**src/rtl/afbc_block_expander.sv**
```systemverilog
// Expands one compressed AFBC block word (solid or raw) into a serial stream of 32-bit RGBA pixels.
// Optional perf counters are built only when AFBC_EXP_PERF_EN is defined; otherwise perf_* read as zero.
module afbc_block_expander #(
  parameter int PIX_W   = 32,
  parameter int DATA_W  = 1024,
  parameter int BLK_PIX = 32,
  parameter int RAW_MAX = 31
) (
  input  logic              clk,
  input  logic              rst,
  input  logic              cmp_valid,
  input  logic [DATA_W-1:0] cmp_data,
  output logic              cmp_ready,
  output logic              pix_valid,
  output logic [PIX_W-1:0]  pix_data,
  output logic              pix_last,
  input  logic              pix_ready,
  output logic              err_bad_block,
  output logic [31:0]       perf_blocks,
  output logic [31:0]       perf_pixels
);

  localparam int MODE_LSB = DATA_W - 8;
  localparam int PAY_W    = RAW_MAX * PIX_W;

  typedef enum logic [1:0] {IDLE, EXPAND, DROP} state_t;

  state_t                         r_state;
  logic [BLK_PIX-1:0][PIX_W-1:0]  r_pix;
  logic                           r_solid;
  logic [5:0]                     r_count;
  logic [4:0]                     r_idx;
  logic                           r_pix_valid;
  logic                           r_pix_last;
  logic [PIX_W-1:0]               r_pix_data;
  logic                           r_err;

  logic [7:0]       w_mode;
  logic [23:0]      w_size;
  logic [4:0]       w_raw_n;
  logic             w_raw_ok;
  logic             w_accept;
  logic             w_hs;
  logic [4:0]       w_idx_nxt;
  logic             w_last_nxt;
  logic [PIX_W-1:0] w_pix_nxt;

  assign w_mode   = cmp_data[DATA_W-1 -: 8];
  assign w_size   = cmp_data[MODE_LSB-1 -: 24];
  assign w_raw_n  = w_size[6:2];
  // Legal raw size: multiple of 4 bytes, 1..31 pixels (size < 128 keeps n within 5 bits).
  assign w_raw_ok = (w_size[1:0] == 2'b00) && (w_size[23:7] == '0) && (w_raw_n != 5'd0);

  assign cmp_ready = (r_state == IDLE) && !rst;
  assign w_accept  = cmp_valid && cmp_ready;
  assign w_hs      = r_pix_valid && pix_ready;

  assign w_idx_nxt  = r_idx + 5'd1;
  assign w_last_nxt = ({1'b0, w_idx_nxt} == (r_count - 6'd1));
  assign w_pix_nxt  = r_solid ? r_pix[0] : r_pix[w_idx_nxt];

  assign pix_valid     = r_pix_valid;
  assign pix_data      = r_pix_data;
  assign pix_last      = r_pix_last;
  assign err_bad_block = r_err;

  // Payload storage needs no reset: it is only read after a fresh word is latched.
  always_ff @(posedge clk) begin
    if (w_accept) begin
      r_pix <= {{PIX_W{1'b0}}, cmp_data[PAY_W-1:0]};
    end
  end

  always_ff @(posedge clk or posedge rst) begin
    if (rst) begin
      r_state     <= IDLE;
      r_solid     <= 1'b0;
      r_count     <= '0;
      r_idx       <= '0;
      r_pix_valid <= 1'b0;
      r_pix_last  <= 1'b0;
      r_pix_data  <= '0;
      r_err       <= 1'b0;
    end else begin
      r_err <= 1'b0;
      case (r_state)
        IDLE: begin
          if (w_accept) begin
            if (w_mode == 8'h00) begin
              r_solid     <= 1'b1;
              r_count     <= 6'(BLK_PIX);
              r_idx       <= '0;
              r_pix_valid <= 1'b1;
              r_pix_last  <= 1'b0;
              r_pix_data  <= cmp_data[PIX_W-1:0];
              r_state     <= EXPAND;
            end else if ((w_mode == 8'h01) && w_raw_ok) begin
              r_solid     <= 1'b0;
              r_count     <= {1'b0, w_raw_n};
              r_idx       <= '0;
              r_pix_valid <= 1'b1;
              r_pix_last  <= (w_raw_n == 5'd1);
              r_pix_data  <= cmp_data[PIX_W-1:0];
              r_state     <= EXPAND;
            end else begin
              r_err   <= 1'b1;
              r_state <= DROP;
            end
          end
        end
        EXPAND: begin
          if (w_hs) begin
            if (r_pix_last) begin
              r_pix_valid <= 1'b0;
              r_pix_last  <= 1'b0;
              r_state     <= IDLE;
            end else begin
              r_idx      <= w_idx_nxt;
              r_pix_data <= w_pix_nxt;
              r_pix_last <= w_last_nxt;
            end
          end
        end
        DROP:    r_state <= IDLE;
        default: r_state <= IDLE;
      endcase
    end
  end

`ifdef AFBC_EXP_PERF_EN
  logic [31:0] r_perf_blocks;
  logic [31:0] r_perf_pixels;

  always_ff @(posedge clk or posedge rst) begin
    if (rst) begin
      r_perf_blocks <= '0;
      r_perf_pixels <= '0;
    end else if (w_hs) begin
      r_perf_pixels <= r_perf_pixels + 32'd1;
      if (r_pix_last) begin
        r_perf_blocks <= r_perf_blocks + 32'd1;
      end
    end
  end

  assign perf_blocks = r_perf_blocks;
  assign perf_pixels = r_perf_pixels;
`else
  assign perf_blocks = '0;
  assign perf_pixels = '0;
`endif

endmodule

```
**config.mk**
```make
export PLATFORM = sky130hd
export DESIGN_NAME = afbc_block_expander
export DESIGN_NICKNAME = d
export VERILOG_FILES = /design/src/rtl/afbc_block_expander.sv
export SDC_FILE = /design/constraint.sdc
export NUM_CORES = 1
export LEC_CHECK = 0
export CAP_MARGIN = 15
export CORE_AREA = 2 2 434 436
export CTS_BUF_LIST = sky130_fd_sc_hd__clkbuf_8
export CTS_CLUSTER_SIZE = 30
export DETAILED_ROUTE_END_ITERATION = 8
export DIE_AREA = 0 0 436 438
export GPL_ROUTABILITY_DRIVEN = 0
export MAX_ROUTING_LAYER = met4
export PLACE_DENSITY = 0.46
export SYNTH_ARGS = -nofsm -noshare
export SYNTH_HDL_FRONTEND = slang
export SYNTH_SLANG_ARGS = --single-unit
```
**constraint.sdc**
```tcl
create_clock -name clk -period 174.9 [get_ports clk]
set_input_delay 34.98 -clock clk [delete_from_list [all_inputs] [get_ports clk]]
set_output_delay 34.98 -clock clk [all_outputs]
set_load 0.01 [all_outputs]
```
# Yosys cells after proc, flatten, opt, wreduce, memory -nomap -nowiden
# Index checks and enable logic that the tools add are counted.
[totals]
register_bits = 1041
[classes]
n_addsub = 2
order_cmp = 1
eq_ne = 9
n_mux = 41
reduce_logical = 19
[op_table]
columns = ["operator", "count"]
rows = [
  ["$mux W32", 7],
  ["$bmux W32 S5", 1],
  ["$pmux W32 S2", 1],
  ["$mux W5", 5],
  ["$logic_not A17 Y1", 1],
  ["$mux W1", 16],
  ["$mux W6", 2],
  ["$mux W2", 5],
  ["$pmux W5 S2", 1],
  ["$reduce_and A5 Y1", 2],
  ["$eq A8 B1 Y1 const B", 1],
  ["$logic_not A8 Y1", 1],
  ["$ne A2 B2 Y1 const B", 4],
  ["$eq A5 B6 Y1", 1],
  ["$logic_and A1 B1 Y1", 6],
  ["$lt A5 B6 Y1 const B", 1],
  ["$reduce_and A3 Y1", 2],
  ["$sub A6 B1 Y6 const B", 1],
  ["$add A5 B1 Y5 const B", 1],
  ["$eq A5 B1 Y1 const B", 1],
  ["$reduce_bool A5 Y1", 1],
  ["$logic_not A2 Y1", 2],
  ["$pmux W1 S2", 2],
  ["$pmux W2 S2", 1],
  ["other kinds (5)", 6],
]

# Longest topological paths before layout
[depth]
depth_word = 8
mapped_depth = 10
mapped_depth_nobuf = 7

# Worst setup path before layout
# Ideal clock, no wire load.
[synth_path]
path_kind = "input port to flip-flop"
start = "in rst"
end = "reg r_solid"
setup_time_ps = 292
arrival_time_ps = 162269
setup_slack_ps = 12339
cell_stages = 3
cell_sequence = "nor4b_1 nand2_1 a22o_1"
[synth_via]
elab_chain_cells = 4
[synth_rtl]
columns = ["element", "line_no", "source"]
rows = [
  ["start, declared", "10", "input logic rst,"],
  ["$logic_not A1 Y1 (no line)", "n/a", ""],
  ["$logic_and A1 B1 Y1", "54", "assign cmp_ready = (r_state == IDLE) && !rst;"],
  ["$logic_and A1 B1 Y1", "55", "assign w_accept = cmp_valid && cmp_ready;"],
  ["$reduce_and A3 Y1 (no line)", "n/a", ""],
  ["end signal, assigned", "77", "r_solid <= 1'b0;"],
  ["end signal, assigned", "90", "r_solid <= 1'b1;"],
  ["end signal, assigned", "98", "r_solid <= 1'b0;"],
  ["end, declared", "30", "logic r_solid;"],
]
# Every way passes these cells.
# A chain may end at the register's enable or synchronous reset.

# Worst setup path in the final report
[layout_path]
start = "in rst"
end = "out cmp_ready"
[layout_via]
elab_chain_cells = 2
[layout_rtl]
columns = ["element", "line_no", "source"]
rows = [
  ["$logic_not A1 Y1 (no line)", "n/a", ""],
  ["$logic_and A1 B1 Y1", "54", ""],
  ["end, declared", "13", "output logic cmp_ready,"],
]
# Every way passes these cells.

==> results.txt <==
----------------------------------------------------
[Setup path]
  Number of buffer and inverter instances along the worst setup path ... 2
  Type of element capturing the critical path ... primary output
  Class of the most critical setup path ... in -> out
  Flop-to-flop setup slack ... 170.06 ns
  Critical Path, Cell by Cell ... clkdlybuf4s50_1 > nor3_1 > clkdlybuf4s50_1
  Most frequent CP cell ... sky130_fd_sc_hd__clkdlybuf4s50_1
  Slowest CP cell ... sky130_fd_sc_hd__clkdlybuf4s50_1
  Cell family with the largest share of critical-path delay ... buffers and inverters
  Worst setup SP type ... input port
  Start point of the critical path ... rst
  Worst endpoint required time ... 139.92 ns
  Startpoint of the most critical register-to-register path ... r_idx[0]
  Number of cells on the worst reg-to-reg path ... 9
  Maximum net fanout on the critical path ... 3
  End of the worst register-to-register path ... pix_data[10]
  Slowest stage delay, CP ... 0.58 ns
  Worst endpoint data arrival time ... 36.24 ns

[Finish]
  Most common cell after layout, fill and taps aside ... sky130_fd_sc_hd__clkdlybuf4s50_1
  Area added between synthesis and finish ... 41.7%
  Area of combinational cells with multiple inputs ... 9380 um2
  Sequential cell area ... 31,000 um2
  Fin nets ... 4,494
  Final std cells w/o fill ... 6,164
  Number of filler cells placed in the layout ... 18,600
  Share of layout cells above drive strength 1 ... 14.1%
  Most used cells in the layout excluding fill and tap cells ... 1,063 x sky130_fd_sc_hd__clkdlybuf4s50_1, 992 x sky130_fd_sc_hd__edfxtp_1, 251 x sky130_fd_sc_hd__nand2_1

[Synthesis]
  Sequential element share of the synthesized area ... 75.0%
  Area of the mapped netlist ... 41,300 um2
  Number of different library cells in the post-synthesis netlist ... 54
  Cells after synthesis ... 2,305
  Total of warnings raised by yosys ... 0
  Count of flip-flops with a built-in enable after synthesis ... 992
  Fraction of synthesized cell area taken by the top area cell type ... 72.1%
  Number of register bits inferred by synthesis ... 1,040
  Commonest register cell after synthesis ... sky130_fd_sc_hd__edfxtp_1
  Top post-synthesis cells by area ... sky130_fd_sc_hd__edfxtp_1 72%, sky130_fd_sc_hd__mux4_2 8.6%, sky130_fd_sc_hd__dfrtp_1 2.9%
  Cell taking the most area after synthesis ... sky130_fd_sc_hd__edfxtp_1
  Avg Cell Area, Syn ... 17.9 um2
  Fraction of synthesis flops using an asynchronous set or reset pin ... 4.62%

[Global route]
  Maximum number of pins on one net before global-route repair ... 168
  Number of global-route vias before repair ... 27,200
  Combined global-route utilization of all metal layers ... 18.5%
  Total congestion overflow ... 0
  Global-route wire length before repair ... 233,000 um
  Initial antenna violation count ... 66

[Min path]
  WHS Path Cells ... 2
  Start point of the worst min-delay path ... pix_data[18]
  Hold worst-path end ... pix_data[18]
  Kind of path behind the tightest hold check ... reg -> reg

[Detailed routing]
  Routed via count ... 26,300
  Detail Route Antenna Nets ... 0
  Final wirelength ... 177,000 um
  Length of the first detailed-routing pass in iterations ... 8
  Total DRC errors in the routed layout ... 0
  WL per Instance ... 28.7 um
  Detail-routed via count per cell ... 4.26
  DRT iter0 DRCs ... 2,172

[STA]
  Final clock skew ... 0.0429 ns
  Max-slew violation count ... 0
  Rel. slew slack ... 28.5%
  Final number of setup-violating endpoints ... 0
  Max Freq ... 14.0 MHz
  Total Negative Setup Slacks ... 0 ns
  Measured slew at the worst slew-check pin ... 1.07 ns
  Setup repair after global routing missed its margin ... false
  Total count of hold-check failures in the final report ... 0
  Final period utilization ... 40.7%
  Min Tclk post-route ... 71.22 ns

[Die]
  Placeable core region ... 187,000 um2
  Die boundary height ... 438 um
  Die X ... 436 um
  I/O Pins ... 1,128
  Floorplan die area ... 191,000 um2
  Effective utilization at floorplan ... 22.1%
  Rows ... 159

[Power and ir drop]
  Worst vdd ir ... 0.0114 mV
  Cell Pwr Density ... 13.3 nW/um2
  Leakage power total ... 0.0195 uW

[Clock tree]
  Clock latency reported for the late side of the worst-skew pair ... 0.96 ns
  Clock transition time at the flip-flop clock pins of the worst setup and hold paths ... 0.05 ns
  Number of H-tree levels ... 4
  Buffer count from post-CTS setup fixing ... 0
  Hold-fix buffers at CTS ... 0
  Count of clock tree sinks ... 1,040
  CTS tree ... done
  Cell at the root of the clock tree ... sky130_fd_sc_hd__clkbuf_8
  Resized cells post-CTS ... 0
  Number of CTS-inserted buffers ... 191
  CTS max path bufs ... 3

[Job]
  Max-cap violations ... 0

[Placed design]
  Instance count after placement with tap cells included ... 5,766
  Port Buffers ... 1,063
  HPWL reported at the end of detailed placement ... 133,000 um

[Status]
  Result of the run ... complete, no violations

----------------------------------------------------
-- registers in the layout (all words and copies together), names as in the netlist --
| register | cells |
|---|---|
| r_solid | 1 |
| r_idx | 5 |
| pix_valid | 1 |
| r_count | 5 |
| pix_data | 32 |
| r_pix | 992 |
| pix_last | 1 |
| r_state | 2 |
| err_bad_block | 1 |
-- how the worst max path moves through the flow --
stage,slack (ns),to,depth (start not counted)
2_1_floorplan,12.34,r_solid,3
3_3_place_gp,103.64,cmp_ready,3
3_5_place_dp,103.68,cmp_ready,3
4_1_cts,103.67,cmp_ready,3
5_1_grt,103.63,cmp_ready,3
6_report,103.69,cmp_ready,3
-- power by group --
part	internal [uW]	total [uW]	switching, uW
Combinational	102	245	142
Clock	122	234	112
Sequential	290	298	8.29
Total	514	776	263
-- through the flow --
stage               util, %  area [um2]  total power [uW]  setup slack [ns]  hold WS (ns)
detailed placement     29.3       54700               555            103.68         0.494
floorplan                 -       41500               470             12.34         0.501
finish                 31.4       58500               776            103.69         0.511
CTS                    31.3       58400               793            103.67         0.518
global route           31.4       58500               814            103.63         0.592
global placement       29.3       54600               554            103.64         0.486
-- per-layer routing --
metal / vias up / part of all wire [%] / GRT usage [%]
met3: 197 / 7.7 / 5.68
met2: 1037 / 50 / 30.6
li1: 11500 / - / -
met5: - / 0 / -
met1: 13500 / 40 / 22.0
met4: 0 / 1.8 / 4.89
-- Yosys cell counts, types with 2 or more instances --
library cell	count
sky130_fd_sc_hd__a32o_1	13
sky130_fd_sc_hd__mux4_2	157
sky130_fd_sc_hd__a31o_1	12
sky130_fd_sc_hd__buf_1	2
sky130_fd_sc_hd__nand3b_1	3
sky130_fd_sc_hd__a211o_1	17
sky130_fd_sc_hd__nor3_1	23
sky130_fd_sc_hd__a211oi_1	35
sky130_fd_sc_hd__inv_1	21
sky130_fd_sc_hd__nor2b_1	7
sky130_fd_sc_hd__xnor2_2	3
sky130_fd_sc_hd__a21oi_1	50
sky130_fd_sc_hd__xor2_1	4
sky130_fd_sc_hd__dfrtp_1	48
sky130_fd_sc_hd__a31oi_1	27
sky130_fd_sc_hd__o31ai_1	2
sky130_fd_sc_hd__o22ai_1	34
sky130_fd_sc_hd__o21ai_0	21
sky130_fd_sc_hd__or2_2	3
sky130_fd_sc_hd__o211ai_1	17
sky130_fd_sc_hd__nor2_1	39
sky130_fd_sc_hd__xnor2_1	5
sky130_fd_sc_hd__ha_1	2
sky130_fd_sc_hd__and3_1	2
sky130_fd_sc_hd__nand2b_1	4
sky130_fd_sc_hd__nor4_1	23
sky130_fd_sc_hd__mux2_2	33
sky130_fd_sc_hd__a221o_1	30
sky130_fd_sc_hd__nor4b_1	3
sky130_fd_sc_hd__nor3b_1	3
sky130_fd_sc_hd__buf_4	79
sky130_fd_sc_hd__nand4_1	17
sky130_fd_sc_hd__nand2_1	251
sky130_fd_sc_hd__mux2i_1	86
sky130_fd_sc_hd__buf_2	68
sky130_fd_sc_hd__xor2_4	2
sky130_fd_sc_hd__clkbuf_1	57
sky130_fd_sc_hd__nand3_1	74
sky130_fd_sc_hd__o21ai_1	6
sky130_fd_sc_hd__edfxtp_1	992
sky130_fd_sc_hd__a22o_1	4
sky130_fd_sc_hd__a22oi_1	14
-- worst register-to-register path: stages (launching register included) --
cell,delay (ns)
sky130_fd_sc_hd__dfrtp_4,0.72
sky130_fd_sc_hd__ha_4,0.60
sky130_fd_sc_hd__buf_4,0.72
sky130_fd_sc_hd__buf_4,0.85
sky130_fd_sc_hd__nand2b_1,0.54
sky130_fd_sc_hd__buf_16,0.31
sky130_fd_sc_hd__o22ai_1,0.36
sky130_fd_sc_hd__nor4_1,0.10
sky130_fd_sc_hd__a211o_1,0.31
sky130_fd_sc_hd__a211oi_1,0.23
-- final cells by class --
| cell class | instances | area share (%) |
|---|---|---|
| Inverter | 21 | 0.137 |
| Multi-Input combinational cell | 1100 | 16.0 |
| Timing Repair Buffer | 1110 | 18.9 |
| Tap cell | 2495 | 5.33 |
| Antenna cell | 48 | 0.205 |
| Sequential cell | 1040 | 53.0 |
| Clock buffer | 203 | 4.77 |
| Clock inverter | 147 | 1.65 |
-- logic make-up (layout without fill, tap and decap cells) --
family	count (synthesis)	count (layout)	share of synthesized area (%)
compound gates	289	289	4.98
buf+inv	228	1481	3.02
other cells	1	112	0.00908
xor+xnor	14	14	0.442
simple gates	455	455	4.89
fa+ha+maj	2	2	0.0606
mux	276	276	11.5
flops	1040	1040	75.0
(Power assumes the default switching activity.)
